<file path="src/rtl/hazard_ctrl.sv">
// rtl/hazard_ctrl.sv - pipeline hazard controller with mult/div busy tracking
//
// Purpose: detects load-use and HI/LO-vs-mult/div hazards in decode, resolves
// them against taken branches and jumps, tracks the multi-cycle mult/div unit,
// and keeps a saturating count of decode stall cycles.
//
// Ports:
//   i_clk, i_rst              clock, asynchronous active-high reset
//   i_addr_rsD/i_addr_rtD     decode source register fields
//   i_con_usersD/usertD       decode instruction actually reads rs / rt
//   i_addr_rtE, i_con_memreadE  execute destination (rt) and load flag
//   i_con_jumpD               decode jump select, nonzero = taken
//   i_con_branchE             branch resolved taken in execute
//   i_con_mdstartD/mddivD     mult/div issue in decode, 1 = div
//   i_con_hiloreadD           decode reads HI/LO
//   o_con_stallF/stallD       hold PC / IF-ID
//   o_con_flushD/flushE       bubble IF-ID / ID-EX
//   o_con_mdbusy/mddone       mult/div busy, one-cycle completion pulse
//   o_data_mdcnt              remaining mult/div cycles
//   o_data_stallcnt           saturating count of stallD cycles

module hazard_ctrl (
   input  logic        i_clk,
   input  logic        i_rst,
   input  logic [4:0]  i_addr_rsD,
   input  logic [4:0]  i_addr_rtD,
   input  logic        i_con_usersD,
   input  logic        i_con_usertD,
   input  logic [4:0]  i_addr_rtE,
   input  logic        i_con_memreadE,
   input  logic [1:0]  i_con_jumpD,
   input  logic        i_con_branchE,
   input  logic        i_con_mdstartD,
   input  logic        i_con_mddivD,
   input  logic        i_con_hiloreadD,
   output logic        o_con_stallF,
   output logic        o_con_stallD,
   output logic        o_con_flushD,
   output logic        o_con_flushE,
   output logic        o_con_mdbusy,
   output logic        o_con_mddone,
   output logic [5:0]  o_data_mdcnt,
   output logic [15:0] o_data_stallcnt
);

   typedef enum logic {IDLE = 1'b0, MDBUSY = 1'b1} state_t;

   state_t      state_q;
   logic [5:0]  mdcnt_q;
   logic        mddone_q;
   logic [15:0] stallcnt_q;
   logic [15:0] stallcnt_d;

   logic lu;
   logic mh;

   // r0 is hardwired zero, so a load targeting it never produces a dependency.
   assign lu = i_con_memreadE && (i_addr_rtE != 5'd0) &&
               (((i_addr_rtE == i_addr_rsD) && i_con_usersD) ||
                ((i_addr_rtE == i_addr_rtD) && i_con_usertD));

   // While the unit is busy, HI/LO readers and new mult/div issues must wait.
   assign mh = (state_q == MDBUSY) && (i_con_hiloreadD || i_con_mdstartD);

   always_comb begin
      o_con_stallF = 1'b0;
      o_con_stallD = 1'b0;
      o_con_flushD = 1'b0;
      o_con_flushE = 1'b0;
      if (i_con_branchE) begin
         o_con_flushD = 1'b1;
         o_con_flushE = 1'b1;
      end else if (lu || mh) begin
         o_con_stallF = 1'b1;
         o_con_stallD = 1'b1;
         o_con_flushE = 1'b1;
      end else if (i_con_jumpD != 2'd0) begin
         o_con_flushD = 1'b1;
      end
   end

   always_comb begin
      stallcnt_d = stallcnt_q;
      if (o_con_stallD && (stallcnt_q != 16'hFFFF)) begin
         stallcnt_d = stallcnt_q + 16'd1;
      end
   end

   always_ff @(posedge i_clk or posedge i_rst) begin
      if (i_rst) begin
         state_q    <= IDLE;
         mdcnt_q    <= 6'd0;
         mddone_q   <= 1'b0;
         stallcnt_q <= 16'd0;
      end else begin
         stallcnt_q <= stallcnt_d;
         case (state_q)
            IDLE: begin
               mddone_q <= 1'b0;
               // A taken branch squashes the issuing instruction; a load-use
               // stall means it has not really issued yet.
               if (i_con_mdstartD && !i_con_branchE && !lu) begin
                  state_q <= MDBUSY;
                  mdcnt_q <= i_con_mddivD ? 6'd32 : 6'd4;
               end
            end
            MDBUSY: begin
               if (mdcnt_q == 6'd1) begin
                  state_q  <= IDLE;
                  mdcnt_q  <= 6'd0;
                  mddone_q <= 1'b1;
               end else begin
                  mdcnt_q  <= mdcnt_q - 6'd1;
                  mddone_q <= 1'b0;
               end
            end
            default: begin
               state_q  <= IDLE;
               mdcnt_q  <= 6'd0;
               mddone_q <= 1'b0;
            end
         endcase
      end
   end

   assign o_con_mdbusy    = (state_q == MDBUSY);
   assign o_con_mddone    = mddone_q;
   assign o_data_mdcnt    = mdcnt_q;
   assign o_data_stallcnt = stallcnt_q;

endmodule

</file>
<file path="config.mk">
export PLATFORM = sky130hd
export DESIGN_NAME = hazard_ctrl
export DESIGN_NICKNAME = d
export VERILOG_FILES = /design/src/rtl/hazard_ctrl.sv
export SDC_FILE = /design/constraint.sdc
export NUM_CORES = 1
export LEC_CHECK = 0
export ABC_AREA = 0
export ABC_CLOCK_PERIOD_IN_PS = 2950
export CORE_MARGIN = 2
export CORE_UTILIZATION = 30
export DETAILED_ROUTE_END_ITERATION = 12
export GPL_ROUTABILITY_DRIVEN = 0
export HOLD_SLACK_MARGIN = 0.08
export PLACE_DENSITY = 0.65
export SLEW_MARGIN = 20
export SYNTH_ARGS = -nofsm -noshare
export SYNTH_HDL_FRONTEND = slang
export SYNTH_SLANG_ARGS = --single-unit
</file>
<file path="constraint.sdc">
create_clock -name i_clk -period 2.95 [get_ports i_clk]
set_clock_uncertainty 0.2 [all_clocks]
set_input_delay 0.4425 -clock i_clk [delete_from_list [all_inputs] [get_ports i_clk]]
set_output_delay 0.4425 -clock i_clk [all_outputs]
set_load 0.02 [all_outputs]
</file>
# Yosys cells after proc, flatten, opt, wreduce, memory -nomap -nowiden
# Cells that the tools add are included.
[word_totals]
ff_bits = 24
inputBits = 26
output_inout_bits = 28
[op_classes]
addsub = 2
eq_ne = 5
n_mux = 15
bitwise = 1
n_reduce_logical = 15
[op_table]
columns = ["operator", "n"]
rows = [
  ["2-to-1 mux 6 bit", 3],
  ["adder 16 x 1 -> 16 bit, second input constant", 1],
  ["!= test 16 bit, second input constant", 1],
  ["case mux 6 bit (2 select lines)", 1],
  ["== test 5 bit", 2],
  ["2-to-1 mux 1 bit", 9],
  ["logical AND 1 bit", 8],
  ["== test 6 x 1 -> 1 bit, second input constant", 1],
  ["subtractor 6 x 1 -> 6 bit, second input constant", 1],
  ["nonzero test 5 bit", 1],
  ["case mux 1 bit (2 select lines)", 2],
  ["logical OR 1 bit", 3],
  ["zero test 1 bit", 2],
  ["!= test 2 bit, second input constant", 1],
  ["nonzero test 2 bit", 1],
  ["inverter 1 bit", 1],
]

# Depth between registers and ports, before layout
# Gate-level depths: netlist (run 1).
[logic_depth]
ltp_word = 8
mapped_depth = 7

# Worst setup path after synthesis (run 1)
# OpenSTA, ideal clock, no wires.
[synth_timing]
path_type = "input to output"
from = "input i_addr_rtE[3]"
to = "output o_con_stallF"
arrival_time_ns = 1.759
slack_ns = 0.549
stages = 6
n_path_buf = 1
path_cell_list = "xor2_1 > nor4_1 > a32oi_1 > o21a_1 > nor2_1 > buf_4"
[synth_via]
elab_chain_len = 7
elab_cells_between_ends = 11
cone_classes = "eq/ne (2); mux (2); reduce/logical (7)"
[synth_lines]
columns = ["item", "line_no", "rtl"]
rows = [
  ["start, declared", "29", "input logic [4:0] i_addr_rtE,"],
  ["== test 5 bit (on tied branches)", "59, 60", ""],
  ["logical AND 1 bit (on tied branches)", "59, 60", ""],
  ["logical OR 1 bit", "59", "(((i_addr_rtE == i_addr_rsD) && i_con_usersD) ||"],
  ["logical AND 1 bit *", "58", "assign lu = i_con_memreadE && (i_addr_rtE != 5'd0) &&"],
  ["logical OR 1 bit *", "73", "end else if (lu || mh) begin"],
  ["2-to-1 mux 1 bit * (2 in a row)", "n/a", ""],
  ["end, declared", "36", "output logic o_con_stallF,"],
]
# Mark *: on every way between the ends. The rest lies on a longest branch, timed or not.

# Final worst setup path (run 1)
[layout_timing]
from = "input i_addr_rtE[1]"
to = "output o_con_flushE"
[layout_via]
elab_chain_len = 7
elab_cells_between_ends = 11
cone_classes = "eq/ne (2); mux (2); reduce/logical (7)"
[layout_lines]
columns = ["item", "line_no", "rtl"]
rows = [
  ["== test 5 bit (on tied branches)", "59, 60", ""],
  ["logical AND 1 bit (on tied branches)", "59, 60", ""],
  ["logical OR 1 bit", "59", ""],
  ["logical AND 1 bit *", "58", ""],
  ["logical OR 1 bit *", "73", ""],
  ["2-to-1 mux 1 bit *", "73", ""],
  ["2-to-1 mux 1 bit *", "70", "if (i_con_branchE) begin"],
  ["end, declared", "39", "output logic o_con_flushE,"],
]
# Marks and branches as above.

==> flow_summary.ini, run 1 <==
[status]
outcome = finished clean

[power_and_ir_drop]
p_switching_mw = 0.5516
ir_worst_vdd_v = 0.0003048
sw_frac_of_total_pct = 38.29
p_leak_nw = 0.9144
power_density_nw_per_um2 = 700.8
p_int_mw = 0.8890
combPwrFrac_pct = 46.6
seq_power_share_pct = 37.8
power_mw = 1.441
clkPwrFrac_pct = 15.6

[global_route]
grt_pass1_vias = 1098
grt_pass1_wl_mm = 5.119
grt_usage_pct = 12.67
grt_max_degree = 25
overflow = 0
grt_antenna_before_repair = 0

[synthesis]
synth-edff-count = 0
synth_flop_cell = dfrtp_1
synth.yosys.seq_area_share_pct = 43.96
ys_top_cells_by_area = dfrtp_1 (44%), xor2_1 (13%), xnor2_1 (3.8%), nand3_1 (3.3%), ha_1 (2.7%)
synth_nets = 167
postSynthCellCount = 138
synthTopCellsByCount = dfrtp_1 (24), xor2_1 (20), nand3_1 (9), nor2_1 (9), inv_1 (8)
synth_top_area_share_pct = 43.96
yosys.area.top_type = dfrtp_1
synth_area_sq_um = 1366
synthDistinctLibCells = 35
synth-async-reset-ratio_pct = 100.0
synth_seq_cells = 24
synth_most_common_cell = dfrtp_1
yosysWarnings = 0
avgSynthCellArea_sq_um = 9.901

[critical_path]
cp-start-kind = input port
path_max_fanout = 3
crit_path_cell_trace = clkdlybuf4s50_1 > or4_4 > o21ai_2 > buf_4 > o21a_1 > nand2b_1 > clkdlybuf4s15_1
slowest_stage = or4_4
crit_path_end_kind = output pin
worst_ep_arrival_time_ns = 2.19
cp_top_family = buffers and inverters
crit_buf_inv = 3
required_ns = 2.31
max_stage_delay_ns = 0.56
crit_type = in2out

[placement]
dpl.hpwl_mm = 2.427
dp_slack_ns = -0.2461
io_buffers = 53
place_inst = 248

[timing]
tightest_slew_ns = 0.4257
hold_slack_ns = 0.3000
drv_slew = 0
rsz0062_at_grt = no
min_period_ns = 2.829
setup_viol = 0
slew_headroom_pct = 71.43
fmax_mhz = 353.5
fin_crit_sh_pct = 95.90
setup_ws_ns = 0.1209
final_hold_viol_count = 0

[die]
core_sq_um = 4384
dieArea_sq_um = 5110
die_h_um = 71.49
chipWidth_um = 71.49
start_util_pct = 31.16
core.rowCount = 24
pin_count = 54

[clock_tree]
clkSinkCount = 24
cts_tree = yes
cts_made_buffers = 3
clk_pin_slew_ns = 0.09
htreeDepth = 1
cts_root_buf = clkbuf_8
insertion_delay_ns = 0.27
cts_hold_buffers = 0
clockBufferDepth = 2

[route]
viasPerCell = 4.758
drc = 0
ant_nets = 0
totalWireLength_mm = 3.204
drt_iter0_markers = 46
routedWlPerCell_um = 12.71
dr.pass1.iters = 4
vias = 1199

[layout]
area.sequential_sq_um = 600.6
fillers = 443
multi_input_area_sq_um = 724.4
instances_no_fill = 252
post-route-util_pct = 46.89
antennaDiodeCount = 0
area_growth_syn_to_layout_pct = 50.46
final_nets = 230
layout-drive-gt1-share_pct = 10.50

[run]
cap_violations = 0

[hold_path]
hold_class = reg2reg
final cells by class:
type / instances / area share [%]
clock buffer: 4 / 2.678
inverter: 8 / 1.461
multi-input combinational: 104 / 35.24
sequential: 24 / 29.21
tap: 52 / 3.165
timing repair buffer: 60 / 28.24
cell usage in the layout (no fill, tap or decap), types with 2 or more instances in the layout:
cell and n:
nand2b_1 3, xor2_1 20, nor4_1 3, and2_1 2
nor3_1 7, clkdlybuf4s50_1 49, o2bb2ai_1 2, or2_2 2
a21o_1 2, ha_1 3, nor3_2 3, nand3_1 9
nor2b_1 2, clkbuf_2 3, o21ai_0 4, buf_4 6
nand2_1 5, nor2_1 9, inv_1 8, nor4b_1 2
o21ai_1 2, nand4_1 2, dfrtp_1 24, xnor2_1 6
clkbuf_8 4, and3_1 2, a21oi_1 2
cells by family after synthesis:
kind of cell             share of synthesized area [%]
AO/OA/AOI/OAI                                    9.524
AND/OR/NAND/NOR                                  22.71
flip-flops                                       43.96
multiplexers                                    0.8241
XOR/XNOR                                         16.67
adder cells (fa/ha/maj)                          2.748
buffers and inverters                            3.572
routing by layer:
metal  track usage [%]  vias up  share of wire (%)
met4             3.145        0               0.44
met3             2.954        2                5.1
li1                  -      604                  -
met1             16.77      565                 46
met5                 0        -                  0
met2             20.99       28                 48
path summary, 6_finish.rpt:
kind | slack (ns) | end | startpoint | depth (start not counted)
min in group asynchronous | 0.32 | o_con_mddone | i_rst | 3
max in group asynchronous | 1.99 | o_data_stallcnt[14] | i_rst | 3
hold reg to reg | 0.30 | o_data_stallcnt[4] | o_data_stallcnt[4] | 1
setup reg to reg | 0.72 | o_data_stallcnt[15] | o_data_stallcnt[0] | 7
setup / recovery | 0.12 | o_con_flushE | i_addr_rtE[1] | 7
hold / removal | 0.30 | o_data_stallcnt[4] | o_data_stallcnt[4] | 1
power by group through the flow:
stage / logic, mW / clock network [mW] / registers (mW)
after floorplan: 0.275 / 0 / 0.632
after global placement: 0.670 / 0 / 0.550
after detailed placement: 0.681 / 0 / 0.552
after CTS: 0.677 / 0.234 / 0.545
after global routing: 0.737 / 0.243 / 0.565
final: 0.671 / 0.225 / 0.544
through the flow:
step | instance area (sq um) | TNS, ns
finish | 2056 | 0
global route | 2056 | 0
CTS | 2058 | 0
detailed placement | 2008 | -0.8730
global placement | 2008 | -0.8026
floorplan | 1366 | 0
flip-flops by register name (all words and copies together), names as in the netlist:
register         flops
o_con_mddone         1
o_data_stallcnt     16
o_con_mdbusy         1
o_data_mdcnt         6
timing repair:
action                     in CTS  in global routing
buffers inserted                0                  0
setup endpoints to repair       4                  4
pin swaps                       0                  4
hold endpoints to repair        0                  0
gates cloned                    0                  0
gates resized for setup         4                 10
Note: power is estimated with default switching activity, not from simulation.
==> run 2: changes to the inputs <==
--- a/config.mk
+++ b/config.mk
@@ -11,6 +11,7 @@
 export CORE_UTILIZATION = 30
 export DETAILED_ROUTE_END_ITERATION = 12
 export GPL_ROUTABILITY_DRIVEN = 0
+export GPL_TIMING_DRIVEN = 0
 export HOLD_SLACK_MARGIN = 0.08
 export PLACE_DENSITY = 0.65
 export SLEW_MARGIN = 20
==> flow_summary.ini, run 2 (synthesis gave the netlist of run 1 again) <==
[status]
outcome = finished clean

[layout]
instances_no_fill = 258
antennaDiodeCount = 0
final_nets = 236
most-common-layout-cells = clkdlybuf4s50_1 (37), dfrtp_1 (24), xor2_1 (20)
area_growth_syn_to_layout_pct = 58.61
layout-drive-gt1-share_pct = 15.05
final_common_cell = clkdlybuf4s50_1
largest_reg_flops = 16

[global_route]
grt_usage_pct = 13.44
grt_antenna_before_repair = 0
grt_pass1_wl_mm = 5.526
grt_max_degree = 25
grt_pass1_vias = 1219
overflow = 0

[critical_path]
ff2ff_path_depth = 6
critPathLaunch = i_addr_rtD[2]
worst_ep_arrival_time_ns = 2.83
timing.rr.start = o_data_stallcnt[0]
crit_path_cell_trace = clkdlybuf4s50_1 > xor2_1 > nor4_2 > a32oi_2 > buf_4 > buf_4 > buf_4 > buf_4 > buf_4 > buf_4 > buf_4 > o21ai_4 > buf_4 > a21o_1 > a221o_1
cp-start-kind = input port
crit_end = o_data_mdcnt[5]
rrSetupSlack_ns = 0.65
crit_type = in2reg
slowest_stage = clkdlybuf4s50_1
required_ns = 2.90
crit_path_end_kind = flip-flop
cpMostUsedCell = buf_4
r2r_end = o_data_stallcnt[1]
max_stage_delay_ns = 0.47
path_max_fanout = 5

[die]
core_sq_um = 4384
chipWidth_um = 71.49
core.rowCount = 24
pin_count = 54
die_h_um = 71.49
start_util_pct = 31.16
dieArea_sq_um = 5110

[route]
drt_iter0_markers = 35
viasPerCell = 4.779
routedWlPerCell_um = 12.96
drc = 0
vias = 1233
totalWireLength_mm = 3.344
dr.pass1.iters = 4
ant_nets = 0

[timing]
min_period_ns = 2.878
tightest_slew_ns = 0.9350
fmax_mhz = 347.4
fin_crit_sh_pct = 97.57
setup_viol = 0
slew_headroom_pct = 37.60
hold_slack_ns = 0.2973
drv_slew = 0
final_hold_viol_count = 0

[power_and_ir_drop]
ir_worst_vdd_v = 0.0002995
p_leak_nw = 1.026
power_density_nw_per_um2 = 689.3

[placement]
dpl.hpwl_mm = 2.385
io_buffers = 53
place_inst = 243

[run]
cap_violations = 0

[clock_tree]
insertion_delay_ns = 0.27
clk_pin_slew_ns = 0.09
clockBufferDepth = 2
cts_root_buf = clkbuf_8
cts_tree = yes
clkSinkCount = 24
htreeDepth = 1
cts_made_buffers = 3

[hold_path]
worstHoldStart = o_data_stallcnt[4]
hold_class = reg2reg
==> run 2: repair_timing <==
action | in CTS | in global routing
hold endpoints to repair | 0 | 0
endpoints found under the setup margin | 4 | 10
pin swaps | 4 | 7
setup buffers | 9 | 2
gates resized for setup | 16 | 16
hold buffers | 0 | 0
==> run 2: cell type report <==
cell class              count  area, sq um
fillers                   422         2217
multi-input cells         104        762.0
repair buffers             64        619.3
flip-flops and latches     24        600.6
well taps                  52        65.06
clock buffers               3        41.29
clock inverters             1        30.03
inverters                   8        30.03
plain buffers               2        18.77
==> run 2: worst min path at each step <==
| stage | end | slack [ns] | cells past startpoint |
|---|---|---|---|
| after CTS | o_data_stallcnt[4] | 0.31 | 1 |
| after global placement | o_data_stallcnt[4] | 0.28 | 1 |
| after detailed placement | o_data_stallcnt[15] | 0.29 | 1 |
| after floorplan | o_con_mdbusy | 0.26 | 1 |
| final | o_data_stallcnt[4] | 0.30 | 1 |
| after global routing | o_data_stallcnt[15] | 0.32 | 1 |
==> run 2: stage by stage <==
step / TNS (ns) / power, mW / util [%] / setup slack, ns / cell area [sq um]
2_1_floorplan: 0 / 0.9071 / - / 0.5486 / 1366
3_3_place_gp: -1.551 / 1.201 / 44.75 / -0.4569 / 1962
3_5_place_dp: -1.478 / 1.209 / 44.75 / -0.4321 / 1962
4_1_cts: -0.07486 / 1.509 / 48.34 / -0.05520 / 2120
5_1_grt: -0.01113 / 1.601 / 49.43 / -0.01113 / 2167
6_report: 0 / 1.494 / 49.43 / 0.07165 / 2167
==> run 2: metal layers <==
| metal | wire length, um | vias up | global-route usage (%) |
|---|---|---|---|
| met4 | 8 | 0 | 1.887 |
| met5 | 0 | - | 0 |
| met2 | 1710 | 23 | 24.90 |
| met3 | 159 | 2 | 3.376 |
| met1 | 1466 | 594 | 15.99 |
| li1 | - | 614 | - |
==> run 2: where the power goes <==
group | internal (mW) | leakage, nW | switching [mW]
clock network | 0.181 | 0.0357 | 0.111
registers | 0.421 | 0.301 | 0.119
logic | 0.340 | 0.690 | 0.323
==> run 2: worst max-delay path, delay by kind of cell <==
family	cells	cell delay, ns
AOI/OAI and AO/OA	4	0.82
and+or+nand+nor	1	0.06
buffers and inverters	9	1.33
xor gates and xnor gates	1	0.17
==> run 3: changes to the inputs <==
--- a/config.mk
+++ b/config.mk
@@ -5,15 +5,14 @@
 export SDC_FILE = /design/constraint.sdc
 export NUM_CORES = 1
 export LEC_CHECK = 0
-export ABC_AREA = 0
 export ABC_CLOCK_PERIOD_IN_PS = 2950
 export CORE_MARGIN = 2
-export CORE_UTILIZATION = 30
+export CORE_UTILIZATION = 46
 export DETAILED_ROUTE_END_ITERATION = 12
 export GPL_ROUTABILITY_DRIVEN = 0
 export GPL_TIMING_DRIVEN = 0
 export HOLD_SLACK_MARGIN = 0.08
-export PLACE_DENSITY = 0.65
+export PLACE_DENSITY = 0.9
 export SLEW_MARGIN = 20
 export SYNTH_ARGS = -nofsm -noshare
 export SYNTH_HDL_FRONTEND = slang
==> flow_summary.ini, run 3 (synthesis gave the netlist of run 1 again) <==
[layout]
layout-drive-gt1-share_pct = 8.673
post-route-util_pct = 72.92
antennaDiodeCount = 0
most-common-layout-cells = clkdlybuf4s50_1 (45), dfrtp_1 (24), xor2_1 (20)
fillers = 209
area_growth_syn_to_layout_pct = 48.44
final_common_cell = clkdlybuf4s50_1
multi_input_area_sq_um = 743.2
largest_reg_flops = 16
final_nets = 226
area.sequential_sq_um = 600.6

[route]
ant_nets = 0
vias = 1246
drc = 0
viasPerCell = 5.489
dr.pass1.iters = 4
drt_iter0_markers = 60
routedWlPerCell_um = 16.25
totalWireLength_mm = 3.689

[hold_path]
hold_class = reg2reg

[timing]
setup_viol = 0
slew_headroom_pct = 37.31
min_period_ns = 2.916
drv_slew = 0
fin_crit_sh_pct = 98.84
fmax_mhz = 342.9
final_hold_viol_count = 0
tightest_slew_ns = 0.9393

[critical_path]
crit_type = in2out
crit_path_end_kind = output pin
cp-start-kind = input port
required_ns = 2.31
path_max_fanout = 3
worst_ep_arrival_time_ns = 2.27

[clock_tree]
cts_tree = yes
clk_pin_slew_ns = 0.14
cts_root_buf = clkbuf_4
clockBufferDepth = 2
cts_hold_buffers = 0
insertion_delay_ns = 0.31
clkSinkCount = 24
cts_made_buffers = 3
htreeDepth = 1

[die]
chipWidth_um = 58.50
core_sq_um = 2781
start_util_pct = 49.12
pin_count = 54
core.rowCount = 19
die_h_um = 58.50
dieArea_sq_um = 3422

[global_route]
overflow = 0
grt_pass1_wl_mm = 5.975
grt_max_degree = 25
grt_usage_pct = 22.51
grt_antenna_before_repair = 0
grt_pass1_vias = 1268

[placement]
io_buffers = 53
dpl.hpwl_mm = 2.657

[power_and_ir_drop]
power_mw = 1.458
p_int_mw = 0.8973
power_density_nw_per_um2 = 718.7
sw_frac_of_total_pct = 38.44
seq_power_share_pct = 37.1
clkPwrFrac_pct = 16.4
p_switching_mw = 0.5603
p_leak_nw = 0.9247
ir_worst_vdd_v = 0.0007142
combPwrFrac_pct = 46.5

[run]
cap_violations = 0

[status]
outcome = finished clean
-- run 3: cell count changes in the layout (fill, tap and decap cells not counted), sizes merged --
| cell | delta |
|---|---|
| clkbuf | -2 |
| buf | -10 |
| dlymetal6s2s | -5 |
| dlygate4sd2 | -1 |
| clkdlybuf4s50 | +8 |
-- run 3: cell type report --
type	instances	share of cell area, %
clock inverters	1	1.481
multi-input cells	104	36.64
repair buffers	54	26.84
clock buffers	3	1.110
inverters	8	1.481
flip-flops and latches	24	29.61
plain buffers	2	0.9254
well taps	31	1.912
-- run 3: final timing paths --
kind	from	to	slack, ns	cells past startpoint
max in group asynchronous	i_rst	o_data_stallcnt[11]	1.55	2
min in group asynchronous	i_rst	o_data_stallcnt[14]	0.42	2
max reg2reg	o_data_stallcnt[0]	o_data_stallcnt[1]	0.62	6
min	o_data_stallcnt[4]	o_data_stallcnt[4]	0.30	1
max	i_addr_rsD[2]	o_con_flushD	0.03	8
min reg2reg	o_data_stallcnt[4]	o_data_stallcnt[4]	0.30	1
-- run 3: through the flow --
stage	area (sq um)	setup WS (ns)	instances	setup TNS [ns]	hold slack [ns]
3_5_place_dp	1936	-0.4719	222	-1.492	0.2895
6_report	2028	0.03408	227	0	0.3030
2_1_floorplan	1366	0.5486	138	0	0.2571
4_1_cts	2002	-0.01282	227	-0.01282	0.3084
5_1_grt	2028	-0.06926	227	-0.1967	0.3209
3_3_place_gp	1936	-0.4112	222	-1.299	0.2750
-- run 3: power by group through the flow --
stage	Clock [mW]	Combinational (mW)	Sequential [mW]
5_1_grt	0.263	0.734	0.557
6_report	0.240	0.677	0.541
2_1_floorplan	0	0.275	0.632
3_3_place_gp	0	0.654	0.534
4_1_cts	0.247	0.677	0.539
3_5_place_dp	0	0.674	0.545
-- run 3: timing repair --
action | in CTS | in global routing
gates resized for setup | 12 | 6
buffers inserted | 1 | 0
pin swaps | 2 | 3
setup endpoints to repair | 4 | 4
-- run 3: critical path, stage by stage --
cell,delay (ns)
clkdlybuf4s50_1,0.42
xor2_1,0.15
nor4_1,0.35
a32oi_1,0.19
buf_4,0.19
o21ai_4,0.18
o21bai_1,0.09
clkdlybuf4s15_2,0.26
-- run 3: layer usage --
layer  vias to the layer above  routed length, um  global-route usage, %
met1                       605               1532                  28.61
met5                         -                  0                      0
met2                        42               1965                  40.45
met3                         4                131                  3.297
met4                         0                 60                  4.983
li1                        595                  -                      -
